--- config.mk ---
export PLATFORM = sky130hd
export DESIGN_NAME = aes_pipe_arbiter
export DESIGN_NICKNAME = d
export VERILOG_FILES = /design/src/rtl/aes_pipe_arbiter.sv
export SDC_FILE = /design/constraint.sdc
export NUM_CORES = 2
export LEC_CHECK = 0
export BUFFER_PORTS_ARGS = -buffer_cell sky130_fd_sc_hd__buf_2
export CORE_MARGIN = 1.5
export CORE_UTILIZATION = 43
export CTS_CLUSTER_SIZE = 12
export DETAILED_ROUTE_END_ITERATION = 12
export SETUP_SLACK_MARGIN = 0.02
export SKIP_LAST_GASP = 1
export SYNTH_ARGS = -nofsm -noshare
export SYNTH_HDL_FRONTEND = slang
export SYNTH_SLANG_ARGS = --single-unit
export TNS_END_PERCENT = 50
--- constraint.sdc ---
create_clock -name clk -period 9.8 [get_ports clk]
set_clock_uncertainty 0.2 [all_clocks]
set_input_delay 1.96 -clock clk [delete_from_list [all_inputs] [get_ports clk]]
set_output_delay 1.96 -clock clk [all_outputs]
set_load 0.05 [all_outputs]
--- src/rtl/aes_pipe_arbiter.sv ---
// Round-robin share of one pipelined AES cipher between NREQ requesters; responses carry the requester ID.
// Latency: block accepted in cycle T -> rsp_valid earliest in T+Nr+2 (Nr+1 cipher stages + registered FIFO).
// Backpressure: credit (FIFO + in-flight) stops grants at DEPTH; rsp valid/ready; flush drains for rekey.
// Optional: define AES_ARB_STATS_EN for per-requester grant counters (stat_cnt, stat_clr).
module aes_pipe_arbiter #(
    parameter int NREQ  = 4,
    parameter int Nk    = 4,
    parameter int Nr    = Nk + 6,
    parameter int DEPTH = 16
) (
    input  logic                      clk,
    input  logic                      rst_n,
    input  logic [NREQ-1:0]           req_valid,
    output logic [NREQ-1:0]           req_ready,
    input  logic [NREQ-1:0][127:0]    req_pt,
    output logic                      c_load,
    output logic [127:0]              c_pt,
    input  logic [127:0]              c_ct,
    input  logic                      c_valid,
    output logic                      rsp_valid,
    input  logic                      rsp_ready,
    output logic [127:0]              rsp_ct,
    output logic [$clog2(NREQ)-1:0]   rsp_id,
    input  logic                      flush,
    output logic                      busy,
    output logic                      flush_done
`ifdef AES_ARB_STATS_EN
    ,
    input  logic                      stat_clr,
    output logic [NREQ-1:0][31:0]     stat_cnt
`endif
);
    localparam int IDW = $clog2(NREQ);
    localparam int CW  = $clog2(DEPTH + 1);
    localparam int AW  = (DEPTH > 1) ? $clog2(DEPTH) : 1;

    typedef enum logic {RUN, DRAIN} state_t;

    typedef struct packed {
        logic [127:0]   ct;
        logic [IDW-1:0] id;
    } rsp_t;

    state_t         state;
    logic [IDW-1:0] rr_ptr;
    logic [IDW-1:0] winner;
    logic [IDW-1:0] cand;
    logic           found;
    logic           issue_ok;
    logic           grant;
    logic           deq;
    logic [CW-1:0]  cnt;
    logic [CW-1:0]  cnt_nxt;

    logic [Nr:0]    tag_v;
    logic [IDW-1:0] tag_id [Nr+1];

    rsp_t           fifo_mem [DEPTH];
    rsp_t           head;
    logic [AW-1:0]  wr_ptr;
    logic [AW-1:0]  rd_ptr;
    logic [CW-1:0]  fcnt;
    logic           fifo_full;
    logic           do_wr;

    // Flush blocks grants in the very cycle it is raised, not one cycle later.
    assign issue_ok = (state == RUN) && !flush && (cnt < CW'(DEPTH));

    always_comb begin
        found  = 1'b0;
        winner = rr_ptr;
        cand   = '0;
        for (int k = 1; k <= NREQ; k++) begin
            cand = IDW'((int'(rr_ptr) + k) % NREQ);
            if (!found && req_valid[cand]) begin
                found  = 1'b1;
                winner = cand;
            end
        end
    end

    assign grant = found && issue_ok;

    always_comb begin
        req_ready = '0;
        if (grant) req_ready[winner] = 1'b1;
    end

    assign c_load  = grant;
    assign c_pt    = grant ? req_pt[winner] : '0;
    assign deq     = rsp_valid && rsp_ready;
    assign cnt_nxt = cnt + CW'(grant) - CW'(deq);
    assign busy    = (cnt != '0);

    always_ff @(posedge clk or negedge rst_n) begin
        if (!rst_n) begin
            state      <= RUN;
            cnt        <= '0;
            rr_ptr     <= IDW'(NREQ - 1);
            flush_done <= 1'b0;
        end else begin
            cnt        <= cnt_nxt;
            flush_done <= 1'b0;
            if (grant) rr_ptr <= winner;
            case (state)
                RUN:   if (flush) state <= DRAIN;
                DRAIN: if (cnt_nxt == '0) begin
                    state      <= RUN;
                    flush_done <= 1'b1;
                end
                default: state <= RUN;
            endcase
        end
    end

    // Shadow of the cipher pipeline: stage Nr lines up with c_valid.
    always_ff @(posedge clk or negedge rst_n) begin
        if (!rst_n) begin
            tag_v <= '0;
            for (int k = 0; k <= Nr; k++) tag_id[k] <= '0;
        end else begin
            tag_v     <= {tag_v[Nr-1:0], grant};
            tag_id[0] <= winner;
            for (int k = 1; k <= Nr; k++) tag_id[k] <= tag_id[k-1];
        end
    end

    // Output FIFO: credit guarantees room for every c_valid.
    assign fifo_full = (fcnt == CW'(DEPTH));
    assign rsp_valid = (fcnt != '0);
    assign head      = fifo_mem[rd_ptr];
    assign rsp_ct    = head.ct;
    assign rsp_id    = head.id;
    assign do_wr     = c_valid && (!fifo_full || deq);

    function automatic logic [AW-1:0] ptr_inc(input logic [AW-1:0] p);
        return (p == AW'(DEPTH - 1)) ? '0 : p + 1'b1;
    endfunction

    always_ff @(posedge clk or negedge rst_n) begin
        if (!rst_n) begin
            wr_ptr <= '0;
            rd_ptr <= '0;
            fcnt   <= '0;
        end else begin
            if (do_wr) wr_ptr <= ptr_inc(wr_ptr);
            if (deq)   rd_ptr <= ptr_inc(rd_ptr);
            if (do_wr && !deq)      fcnt <= fcnt + 1'b1;
            else if (!do_wr && deq) fcnt <= fcnt - 1'b1;
        end
    end

    always_ff @(posedge clk) begin
        if (do_wr) fifo_mem[wr_ptr] <= '{ct: c_ct, id: tag_id[Nr]};
    end

`ifdef AES_ARB_STATS_EN
    always_ff @(posedge clk or negedge rst_n) begin
        if (!rst_n) begin
            stat_cnt <= '0;
        end else begin
            for (int r = 0; r < NREQ; r++) begin
                if (stat_clr)
                    stat_cnt[r] <= (grant && winner == IDW'(r)) ? 32'd1 : 32'd0;
                else if (grant && winner == IDW'(r) && stat_cnt[r] != 32'hFFFF_FFFF)
                    stat_cnt[r] <= stat_cnt[r] + 32'd1;
            end
        end
    end
`endif

endmodule

# Word level (Yosys, flattened, before mapping)
# Memories as Yosys holds them, arrays and structs flattened.
# Cells that the tools add are included.
dict set report totals {
  reg_bits 44
  latchBits 0
  mem_bits_rw 2080
  mem_bits_ro 0
  in_bits 649
  output_inout_bits 266
  memories 1
}
# memory words width read_ports rd_clocked_by_memory_dff wr line
set memory_table {}
lappend memory_table {fifo_mem 16 130 1 0 1 58} ;# rsp_t fifo_mem [DEPTH];
dict set report op_classes {
  n_addsub 10
  multipliers 0
  n_div 0
  magnitude_cmp 7
  eq_ne 3
  shifts 0
  mux 33
  n_bitwise 1
  n_reduce_logical 23
}
# cell n
set ops {}
lappend ops {{$bmux W128 S2} 1}
lappend ops {{$mux W128} 2}
lappend ops {{$lt A2 B3 Y1 const B} 5}
lappend ops {{$mux W1} 15}
lappend ops {{$mux W4} 3}
lappend ops {{$logic_and A1 B1 Y1} 11}
lappend ops {{$mux W5} 2}
lappend ops {{$reduce_bool A5 Y1} 2}
lappend ops {{$add A4 B1 Y4 const B} 2}
lappend ops {{$bmux W1 S2} 4}
lappend ops {{$eq A4 B4 Y1 const B} 2}
lappend ops {{$mux W2} 4}
lappend ops {{$logic_not A1 Y1} 7}
lappend ops {{$add A5 B1 Y5} 1}
lappend ops {{$add A5 B1 Y5 const B} 1}
lappend ops {{$eq A5 B5 Y1 const B} 1}
lappend ops {{$logic_not A5 Y1} 1}
lappend ops {{$lt A5 B5 Y1 const B} 1}
lappend ops {{$sub A5 B1 Y5} 1}
lappend ops {{$sub A5 B1 Y5 const B} 1}
lappend ops {{$add A2 B1 Y2 const B} 2}
lappend ops {{$add A2 B2 Y2 const B} 2}
lappend ops {{$demux W1 S2} 1}
lappend ops {{$ge A2 B1 Y1 const B} 1}
lappend ops {{other kinds (4)} 4}

# Longest topological paths before layout
dict set report logic_depth {
  word_depth 19
  depth_mapped 13
  ltp_nobuf 13
}

# Worst setup path before layout
# No wires, ideal clock.
dict set report synth_timing {
  kind {input-to-reg}
  from {input rsp_ready}
  to {memory fifo_mem[0][0] (netlist name) (enable)}
  arrival_time_ns 11.281
  required_ns 8.822
  path_slack_ns -2.459
  cell_stages 4
  path_buffers 1
  path_cell_list {o31a_1 > clkbuf_1 > nand2_1 > nor3_1}
}
dict set report synth_via {
  elab_chain_cells 5
}
# element line
set synth_lines {}
lappend synth_lines {{start: declaration} 21} ;# input logic rsp_ready,
lappend synth_lines {{$logic_and A1 B1 Y1} 91} ;# assign deq = rsp_valid && rsp_ready;
lappend synth_lines {{$logic_or A1 B1 Y1} 134} ;# assign do_wr = c_valid && (!fifo_full || deq);
lappend synth_lines {{$logic_and A1 B1 Y1} 134}
lappend synth_lines {{net do_wr} 64} ;# logic do_wr;
lappend synth_lines {{$mux W1} 154} ;# if (do_wr) fifo_mem[wr_ptr] <= '{ct: c_ct, id: tag_id[Nr]};
lappend synth_lines {{$mux W1 (implied by the code)} 154}
lappend synth_lines {{end: declaration} 58}
# The timed path passes the listed nets, and every way through them passes these cells.

# Final worst setup path
dict set report layout_timing {
  from {input req_valid[0]}
  to {output c_pt[100]}
}
dict set report layout_via {
  elab_chain_cells 15
  elab_cells_between_ends 26
}
# element line
set layout_lines {}
lappend layout_lines {{start: declaration} 13} ;# input logic [NREQ-1:0] req_valid,
lappend layout_lines {{$bmux W1 S2} 75} ;# if (!found && req_valid[cand]) begin
lappend layout_lines {{$mux W1 (implied by the code)} 75}
lappend layout_lines {{$mux W1} 75}
lappend layout_lines {{$logic_not A1 Y1} 75}
lappend layout_lines {{$logic_and A1 B1 Y1} 75}
lappend layout_lines {{$mux W1} 75}
lappend layout_lines {{$logic_not A1 Y1} 75}
lappend layout_lines {{$logic_and A1 B1 Y1} 75}
lappend layout_lines {{$mux W1} 75}
lappend layout_lines {{$logic_not A1 Y1} 75}
lappend layout_lines {{$logic_and A1 B1 Y1} 75}
lappend layout_lines {{$mux W2} 75}
lappend layout_lines {{$bmux W128 S2} 90} ;# assign c_pt = grant ? req_pt[winner] : '0;
lappend layout_lines {{$mux W128 (implied by the code)} 90}
lappend layout_lines {{$mux W128 (*)} 90}
lappend layout_lines {{end: declaration} 17} ;# output logic [127:0] c_pt,
# Mark *: on every way between the ends. The rest lies on a longest branch, timed or not. The select of a mux whose other input is x is not followed.

==> metrics <==
status=completed; DR pass1 iterations=5; slew margin rel.=0.283; Min-Delay Path Class=reg2reg; clock buffer depth=3; count of final hold-check violations=0; HPWL after detailed placement=178000 um; Synth cell types=40; Starting Density=0.433; fin crit period=7.05 ns; CP Cell Sequence=buf_2 -> nand2_1 -> a32oi_1 -> and2_4 -> buf_12 -> mux2i_1 -> o22ai_1 -> buf_2; first-pass GRT wire length=369000 um; layout net count=5175; setup bufs post-CTS=0; I/O pins=915; maximum clock rate=142 MHz; Reg2Reg Depth=7; clk root buf=clkbuf_16; Pwr Density=293 nW/um^2; Hold Path Depth=0; # rows=161; drt wl/cell=38.0 um; Final Slew Violations=0; Area Overhead vs Synth=16.8%; most used cell, CP=buf_2; CP Buf/Inv Count=3; Die H=444 um; WL final=275000 um; Die X=444 um; final setup fails=0; die area=197000 sq um; Worst path slowest cell=and2_4; Fill cells=15406; dpl cells=6823; Non-Filler Instances=7237; critical path required time=7.64 ns; Crit path depth=8; Hold-fix buffers, CTS=0; period utilization=0.720; most common cell after layout, fill and taps aside=edfxtp_1; cell count after synthesis=3502; slowest cell delay on critical path=0.65 ns; Clock Latency Late Sink=0.85 ns; # port buffers=914; GRT Util Overall=0.278; syn_area_per_cell=23.8 sq um; GR Overflow Total=0; critical path type=in2out; syn nets=4167; worst slew pin tran=1.07 ns; total of max-cap violations=0; post-route antenna net violation count=0; P_leak=0.0326 uW; final hold slack=0.148 ns; YS warnings=0; VDD IR max=255 uV; vias per std cell=5.94; clock slew at reported path FFs=0.06 ns; most frequent cells in the layout=2080 x edfxtp_1, 914 x buf_2, 650 x mux4_2; Critical Path AT=4.89 ns; crit-path leading delay family=buffers and inverters; critical path startpoint category=primary input; DRC viols=0; vias=42977; Max FO, Critical Path=93; initial antenna violation count=141; TritonCTS Buffers=211; RSZ-0062 raised after global routing=false; Resized cells post-CTS=0; Clock Sinks=2124; CTS tree=built; share of post-route cells with drive strength above 1=0.416; placer congestion estimate=1.13; synthesized area=83500 sq um; initial drt markers=4118; CTS H-Tree Depth=4; CORE AREA=193000 sq um; vias in the first global route=43045; Seq cells post-synth=2124; pin count of the biggest net entering global routing=110; Final Power=28600 uW; register area share after synthesis=0.762; critical path capture point type=output pin
-- state kept, by name, summed over array words and instances (netlist names) --
register,count
rr_ptr,2
fifo_mem,2080
flush_done,1
rd_ptr,4
cnt,5
tag_id,22
state,1
wr_ptr,4
fcnt,5
-- per-stage QoR --
step / TNS (ns) / area [sq um] / util / setup WS [ns]
2_1_floorplan: -602.43 / 83500 / - / -2.46
3_3_place_gp: 0 / 91200 / 0.473 / 2.89
3_5_place_dp: 0 / 91200 / 0.473 / 2.84
4_1_cts: 0 / 97300 / 0.505 / 2.84
5_1_grt: 0 / 97400 / 0.506 / 2.73
6_report: 0 / 97500 / 0.506 / 2.75
-- synth_stat cells --
master	count	area (sq um)
a21o_1	5	37.5
a21oi_1	8	40.0
a22o_1	1	8.76
a311oi_1	1	8.76
a31oi_1	2	12.5
a32oi_1	1	8.76
and2_1	1	6.26
and3_1	1	6.26
buf_1	22	82.6
buf_2	61	305
buf_4	28	210
buf_6	9	101
clkbuf_1	88	330
dfrtp_1	42	1050
dfstp_2	2	52.6
edfxtp_1	2080	62500
fa_1	2	40.0
ha_1	14	175
inv_1	16	60.1
inv_2	1	3.75
mux2_2	1	11.3
mux2i_1	257	2570
mux4_2	650	14600
nand2_1	18	67.6
nand2b_1	6	37.5
nand3_1	4	20.0
nand4_1	1	6.26
nor2_1	20	75.1
nor3_1	7	35.0
nor4_1	1	6.26
nor4_2	1	12.5
o21a_1	1	7.51
o21ai_0	7	35.0
o21bai_1	1	7.51
o22ai_1	128	801
o31a_1	1	8.76
or3_1	1	6.26
or4_1	1	7.51
xnor2_1	10	87.6
xor2_1	1	8.76
-- report_power, final --
part	internal [uW]	switching [uW]	total (uW)	leakage [uW]
sequential	10900	291	11200	0.0193
combinational	3790	6310	10100	0.0104
clock	4010	3290	7290	0.00294
-- layout make-up --
| type | count | area, sq um | share of cell area |
|---|---|---|---|
| antenna | 71 | 178 | 0.00182 |
| sequential | 2124 | 63600 | 0.652 |
| clock inverter | 63 | 507 | 0.00520 |
| multi-input combinational | 1153 | 18900 | 0.194 |
| tap | 2526 | 3160 | 0.0324 |
| clock buffer | 280 | 5590 | 0.0574 |
| inverter | 17 | 63.8 | 0.000655 |
| timing repair buffer | 1003 | 5440 | 0.0558 |
-- path summary, 6_finish.rpt --
check	slack (ns)	startpoint	endpoint
setup / recovery	2.75	req_valid[0]	c_pt[100]
hold / removal	0.15	tag_id[12]	tag_id[10]
setup reg to reg	6.04	fcnt[0]	fifo_mem[3][88]
hold reg to reg	0.15	tag_id[12]	tag_id[10]
max in group asynchronous	7.86	rst_n	rd_ptr[0]
min in group asynchronous	1.02	rst_n	fcnt[4]
-- layer usage --
metal	wire length [um]	global-route usage	vias up
li1	-	-	17270
met1	97700	0.328	23150
met5	183	0	-
met2	137000	0.457	1975
met4	20300	0.185	28
met3	19300	0.0626	554
-- kinds of logic after synthesis --
group	after synthesis	synth area share
buf+inv	225	0.0131
mux	908	0.206
simple gates	62	0.00343
compound gates	156	0.0117
xor+xnor	11	0.00115
flops	2124	0.762
fa+ha+maj	16	0.00258
Power figures use the tool's default switching activity.
